<file path="src/rtl/riscky_pkg.sv">
// ============================================================================
// Module      : riscky_pkg
// Description : Shared datapath widths and ALU operation codes for the
//               riscky pipeline.
// Revision    : 1.0  initial release
// ============================================================================
`default_nettype none

package riscky_pkg;

  // Default datapath and register-index widths
  localparam int XLEN_DEFAULT  = 32;
  localparam int RADDR_DEFAULT = 5;

  // ALU operation codes carried through ALUControl
  localparam logic [2:0] ALU_ADD = 3'b000;
  localparam logic [2:0] ALU_SUB = 3'b001;
  localparam logic [2:0] ALU_AND = 3'b010;
  localparam logic [2:0] ALU_OR  = 3'b011;

endpackage : riscky_pkg

`default_nettype wire

</file>
<file path="src/rtl/operand_fwd_mux.sv">
// ============================================================================
// Module      : operand_fwd_mux
// Description : Priority operand select for one source register:
//               MEM result, then WB result, then held register-file data.
//               Register x0 is never forwarded.
// Revision    : 1.0  initial release
// ============================================================================
`default_nettype none

module operand_fwd_mux
  import riscky_pkg::*;
#(
  parameter int XLEN  = XLEN_DEFAULT,
  parameter int RADDR = RADDR_DEFAULT
) (
  input  logic [RADDR-1:0] i_rs,
  input  logic [XLEN-1:0]  i_held_data,
  input  logic             i_mem_valid,
  input  logic [RADDR-1:0] i_mem_rd,
  input  logic [XLEN-1:0]  i_mem_data,
  input  logic             i_wb_valid,
  input  logic [RADDR-1:0] i_wb_rd,
  input  logic [XLEN-1:0]  i_wb_data,
  output logic [XLEN-1:0]  o_data
);

  logic w_rs_nonzero;
  logic w_mem_hit;
  logic w_wb_hit;

  assign w_rs_nonzero = (i_rs != '0);
  assign w_mem_hit    = w_rs_nonzero && i_mem_valid && (i_mem_rd == i_rs);
  assign w_wb_hit     = w_rs_nonzero && i_wb_valid  && (i_wb_rd  == i_rs);

  // MEM is the younger producer, so it takes priority over WB
  always_comb begin
    o_data = i_held_data;
    if (w_mem_hit) begin
      o_data = i_mem_data;
    end else if (w_wb_hit) begin
      o_data = i_wb_data;
    end
  end

endmodule : operand_fwd_mux

`default_nettype wire

</file>
<file path="src/rtl/alu_operand_stage.sv">
// ============================================================================
// Module      : alu_operand_stage
// Description : Single-entry pipeline register ahead of the ALU. Captures a
//               decoded instruction per handshake, resolves RAW hazards
//               against MEM/WB and drives A, B and ALUControl.
//               Build option ALU_OPERAND_FWD_EN enables the forwarding muxes
//               and the stall-time refresh of held operands.
// Revision    : 1.0  initial release
// ============================================================================
`default_nettype none

module alu_operand_stage
  import riscky_pkg::*;
#(
  parameter int XLEN  = XLEN_DEFAULT,
  parameter int RADDR = RADDR_DEFAULT
) (
  input  logic             clk,
  input  logic             rst,
  // decode side
  input  logic             in_valid,
  output logic             in_ready,
  input  logic [RADDR-1:0] in_rs1,
  input  logic [RADDR-1:0] in_rs2,
  input  logic [XLEN-1:0]  in_rs1_data,
  input  logic [XLEN-1:0]  in_rs2_data,
  input  logic [XLEN-1:0]  in_imm,
  input  logic             in_alu_src,
  input  logic [2:0]       in_alu_control,
  input  logic [RADDR-1:0] in_rd,
  input  logic             in_reg_write,
  input  logic             flush,
  // forwarding sources
  input  logic             fwd_mem_valid,
  input  logic [RADDR-1:0] fwd_mem_rd,
  input  logic [XLEN-1:0]  fwd_mem_data,
  input  logic             fwd_wb_valid,
  input  logic [RADDR-1:0] fwd_wb_rd,
  input  logic [XLEN-1:0]  fwd_wb_data,
  // ALU side
  output logic             out_valid,
  input  logic             out_ready,
  output logic [XLEN-1:0]  A,
  output logic [XLEN-1:0]  B,
  output logic [2:0]       ALUControl,
  output logic [XLEN-1:0]  out_store_data,
  output logic [RADDR-1:0] out_rd,
  output logic             out_reg_write
);

  // Held entry
  logic             r_valid;
  logic [RADDR-1:0] r_rs1;
  logic [RADDR-1:0] r_rs2;
  logic [XLEN-1:0]  r_rs1_data;
  logic [XLEN-1:0]  r_rs2_data;
  logic [XLEN-1:0]  r_imm;
  logic             r_alu_src;
  logic [2:0]       r_alu_control;
  logic [RADDR-1:0] r_rd;
  logic             r_reg_write;

  logic             w_capture;
  logic [XLEN-1:0]  w_fwd_rs1;
  logic [XLEN-1:0]  w_fwd_rs2;

  assign in_ready  = !r_valid || out_ready;
  // Flush suppresses capture; in_ready itself is left alone
  assign w_capture = in_valid && in_ready && !flush;

`ifdef ALU_OPERAND_FWD_EN
  logic w_rs1_refresh;
  logic w_rs2_refresh;

  // A WB hit during a stall is written back into the entry so the value
  // survives after the producer leaves the pipeline
  assign w_rs1_refresh = fwd_wb_valid && (r_rs1 != '0) && (fwd_wb_rd == r_rs1);
  assign w_rs2_refresh = fwd_wb_valid && (r_rs2 != '0) && (fwd_wb_rd == r_rs2);

  operand_fwd_mux #(
    .XLEN  (XLEN),
    .RADDR (RADDR)
  ) u_fwd_rs1 (
    .i_rs        (r_rs1),
    .i_held_data (r_rs1_data),
    .i_mem_valid (fwd_mem_valid),
    .i_mem_rd    (fwd_mem_rd),
    .i_mem_data  (fwd_mem_data),
    .i_wb_valid  (fwd_wb_valid),
    .i_wb_rd     (fwd_wb_rd),
    .i_wb_data   (fwd_wb_data),
    .o_data      (w_fwd_rs1)
  );

  operand_fwd_mux #(
    .XLEN  (XLEN),
    .RADDR (RADDR)
  ) u_fwd_rs2 (
    .i_rs        (r_rs2),
    .i_held_data (r_rs2_data),
    .i_mem_valid (fwd_mem_valid),
    .i_mem_rd    (fwd_mem_rd),
    .i_mem_data  (fwd_mem_data),
    .i_wb_valid  (fwd_wb_valid),
    .i_wb_rd     (fwd_wb_rd),
    .i_wb_data   (fwd_wb_data),
    .o_data      (w_fwd_rs2)
  );
`else
  logic w_unused_fwd;

  // Without forwarding the stall logic owns hazards; operands come straight
  // from the held register data and the fwd_* ports are ignored
  assign w_fwd_rs1    = r_rs1_data;
  assign w_fwd_rs2    = r_rs2_data;
  assign w_unused_fwd = ^{fwd_mem_valid, fwd_mem_rd, fwd_mem_data,
                          fwd_wb_valid, fwd_wb_rd, fwd_wb_data, r_rs1, r_rs2};
`endif

  // Entry valid tracking, capture of new instruction and stall refresh
  always_ff @(posedge clk or posedge rst) begin
    if (rst) begin
      r_valid       <= 1'b0;
      r_rs1         <= '0;
      r_rs2         <= '0;
      r_rs1_data    <= '0;
      r_rs2_data    <= '0;
      r_imm         <= '0;
      r_alu_src     <= 1'b0;
      r_alu_control <= 3'b000;
      r_rd          <= '0;
      r_reg_write   <= 1'b0;
    end else begin
      if (flush) begin
        r_valid <= 1'b0;
      end else if (w_capture) begin
        r_valid <= 1'b1;
      end else if (r_valid && out_ready) begin
        r_valid <= 1'b0;
      end

      if (w_capture) begin
        r_rs1         <= in_rs1;
        r_rs2         <= in_rs2;
        r_rs1_data    <= in_rs1_data;
        r_rs2_data    <= in_rs2_data;
        r_imm         <= in_imm;
        r_alu_src     <= in_alu_src;
        r_alu_control <= in_alu_control;
        r_rd          <= in_rd;
        r_reg_write   <= in_reg_write;
      end
`ifdef ALU_OPERAND_FWD_EN
      else if (r_valid) begin
        if (w_rs1_refresh) begin
          r_rs1_data <= fwd_wb_data;
        end
        if (w_rs2_refresh) begin
          r_rs2_data <= fwd_wb_data;
        end
      end
`endif
    end
  end

  assign out_valid      = r_valid;
  assign A              = w_fwd_rs1;
  assign B              = r_alu_src ? r_imm : w_fwd_rs2;
  assign out_store_data = w_fwd_rs2;
  assign ALUControl     = r_alu_control;
  assign out_rd         = r_rd;
  assign out_reg_write  = r_valid && r_reg_write;

endmodule : alu_operand_stage

`default_nettype wire
</file>
<file path="config.mk">
export PLATFORM = sky130hd
export DESIGN_NAME = alu_operand_stage
export DESIGN_NICKNAME = d
export VERILOG_FILES = /design/src/rtl/riscky_pkg.sv /design/src/rtl/operand_fwd_mux.sv /design/src/rtl/alu_operand_stage.sv
export SDC_FILE = /design/constraint.sdc
export NUM_CORES = 1
export LEC_CHECK = 0
export ABC_AREA = 1
export CORE_MARGIN = 2
export CORE_UTILIZATION = 36
export CTS_CLUSTER_DIAMETER = 100
export DETAILED_ROUTE_END_ITERATION = 6
export PLACE_DENSITY = 0.8
export RECOVER_POWER = 100
export SLEW_MARGIN = 0
export SYNTH_ARGS = -nofsm -noshare
export SYNTH_HDL_FRONTEND = slang
export SYNTH_HIERARCHICAL = 1
export SYNTH_SLANG_ARGS = --single-unit
</file>
<file path="constraint.sdc">
create_clock -name clk -period 4.1 [get_ports clk]
set_input_delay 1.025 -clock clk [delete_from_list [all_inputs] [get_ports clk]]
set_output_delay 1.025 -clock clk [all_outputs]
set_load 0.1 [all_outputs]
</file>
==> results_dict.tcl <==
set metrics [dict create \
    first_pass_iters 4 \
    slew_violations 85 \
    drc 0 \
    cts_root_buffer "clkbuf_16" \
    synth-compound-area-share_pct 3.552 \
    fin_util_pct 55.84 \
    grtUsageMet1_pct 24.88 \
    setup.worst_path.class "input pin to output pin" \
    synth_mux_area_share_pct 0 \
    synth_top_area_share_pct 57.59 \
    setup.worst_path.end "in_ready" \
    crit_fanout 30 \
    synthCells 570 \
    setup_slack_ns 0.6195 \
    ys_seq_elements 107 \
    crit_path_end_kind "output pin" \
    critical_path.startpoint "out_ready" \
    met2_usage_pct 31.14 \
    setup_tns_ns 0 \
    power_density_nw_per_um2 587.3 \
    relSlewSlack_pct -37.12 \
    clkSlewWorstSetupHoldPaths_ns 0.07 \
    antenna_found_initial 0 \
    status "finished with violations" \
    yosys.area_share.adder_pct 0 \
    grt.overflow.total 0 \
    r2r_setup_slack_ns 1.48 \
    grt_first_pass_wirelength_mm 21.53 \
    routed_wl_mm 13.42 \
    vias 4406 \
    area_growth_pct 51.56 \
    synth_top_area_cell "dfrtp_1" \
    synth-xor-area-share_pct 0 \
    worst_ep_required_time_ns 3.07 \
    hpwl_mm 9.151 \
    max_cap_viol_count 2 \
    syn_nets 767 \
    grt_start_max_net_pins 107 \
    ir_drop_mv 0.3505 \
    min_path_cells 2 \
    num_antenna_cells 0 \
    cts_setup_buffers 0 \
    seq_area_frac_synth_pct 57.59 \
    start_util_pct 36.84 \
    r2r-start "out_valid$_DFFE_PP0P_" \
    grtUsageMet3_pct 6.202 \
    grt_pass1_vias 4154 \
    syn_area_per_cell_um2 8.157 \
    violations "max-capacitance violations, max-slew violations" \
    leakagePower_nw 3.547 \
    hold_viol 0 \
    die_h_um 117.6 \
    synth_top_family_by_area "simple AND/OR/NAND/NOR gates" \
    fillers 1204 \
    worst_hold_path_type "flip-flop to flip-flop" \
    max_freq_mhz 287.3 \
    avgRoutedWirePerCell_um 14.24 \
    synthSimpleGateAreaFrac_pct 31.70 \
    yosysWarnings 6 \
    worstHoldStart "A[1]$_DFFE_PP0P_" \
    via_per_inst 4.677 \
    track_usage_pct 19.33 \
    final_nets 962 \
    worst_pin_slew_ns 2.046 \
    finClkSkew_ns 0.004898 \
    drtIter0Drc 262 \
    post-place-ws_ns 0.9737 \
    clk_latency_ns 0.34 \
    rr_endpoint "A[10]$_DFFE_PP0P_" \
    die_area_um2 13840 \
    synth_cell_types 13 \
    period_minus_slack_ns 3.480 \
    synthTopCellsByArea "dfrtp_1 (58%), nand2_1 (20%), nand3_1 (11%)" \
    fin_crit_sh_pct 84.89 \
    port_buffers 217 \
    drive_gt1_share_pct 5.195 \
    htreeDepth 3 \
    rsz0062_at_grt "false" \
    cts_made_buffers 9 \
    ioPinCount 304 \
    crit_path_start_kind "input pin" \
    cts_tree "done" \
    place.gp.congestion 0.7780 \
    reg2reg_depth 4 \
    finalPower_mw 4.138 \
    hold_buffers 0 \
    ctsResizeCount 0 \
    core_um2 12620 \
    ant_nets 0 \
    row_count 41 \
    die_x_um 117.6 \
    cts_buffer_depth 2 \
    syn-cell-area_um2 4649 \
    top_usage_layer "met2" \
    cp.arrival_ns 2.46 \
    clock-sinks 107 \
    finalSetupViolations 0 \
]
==> cells in the mapped netlist (all sizes together) <==
library cell,instances
nor2,1
nand2,247
a21oi,1
dfrtp,107
clkbuf,24
o21ai,32
nand3,106
inv,36
buf,16
==> critical path, cell delays in order <==
cell and delay (ns):
dlygate4sd3_1 0.52, inv_1 0.06, nand2_4 0.29, clkbuf_2 0.54
==> per-layer routing <==
layer | part of all wire (%) | wire [um]
met5 | 0 | 0
met4 | 1.2 | 164
met1 | 45 | 6002
met3 | 7.8 | 1052
met2 | 46 | 6199
==> registers in the layout, summed over array words and instances (netlist names) <==
name and count:
r_alu_src 1, A 32, r_reg_write 1, r_imm 32
out_store_data 32, out_valid 1, out_rd 5, ALUControl 3
==> worst min-delay path by stage <==
| stage | slack, ns | to |
|---|---|---|
| 2_1_floorplan | 0.44 | r_imm[29]$_DFFE_PP0P_ |
| 3_3_place_gp | 0.45 | r_imm[15]$_DFFE_PP0P_ |
| 3_5_place_dp | 0.46 | A[19]$_DFFE_PP0P_ |
| 4_1_cts | 0.48 | A[1]$_DFFE_PP0P_ |
| 5_1_grt | 0.49 | A[1]$_DFFE_PP0P_ |
| 6_report | 0.47 | A[1]$_DFFE_PP0P_ |
==> power breakdown <==
group	total, mW	internal [mW]	leakage (nW)	switching, mW
combinational	1.94	0.365	2.08	1.58
clock	0.884	0.478	0.146	0.406
sequential	1.31	1.21	1.32	0.105
==> per-stage QoR <==
stage          hold slack, ns  cell area, um^2  cells
6_report               0.4676             7047    942
5_1_grt                0.4880             7047    942
4_1_cts                0.4753             7163    942
3_5_place_dp           0.4574             6860    926
3_3_place_gp           0.4540             6860    926
2_1_floorplan          0.4417             4649    570
==> cells by family (layout without fill, tap and decap cells) <==
group           Yosys count  in the layout
simple gates            354            354
buf+inv                  76            276
compound gates           33             33
flops                   107            107
==> placed cells by master (no fill, tap or decap), drive strengths merged, types with 2 or more instances in the layout <==
| master | instances |
|---|---|
| clkinvlp | 2 |
| o21ai | 32 |
| clkinv | 4 |
| clkbuf | 37 |
| dfrtp | 107 |
| clkdlybuf4s50 | 107 |
| inv | 36 |
| buf | 12 |
| nand3 | 106 |
| nand2 | 247 |
| dlygate4sd3 | 77 |
==> cell type report <==
type	count	area [um^2]	share of cell area, %
clock buffer	9	225.2	3.196
multi-input combinational	387	1642	23.30
tap	172	215.2	3.054
sequential	107	2679	38.01
clock inverter	7	77.57	1.101
timing repair buffer	224	2072	29.40
inverter	36	136.4	1.935
Note: power is estimated with default switching activity, not from simulation.
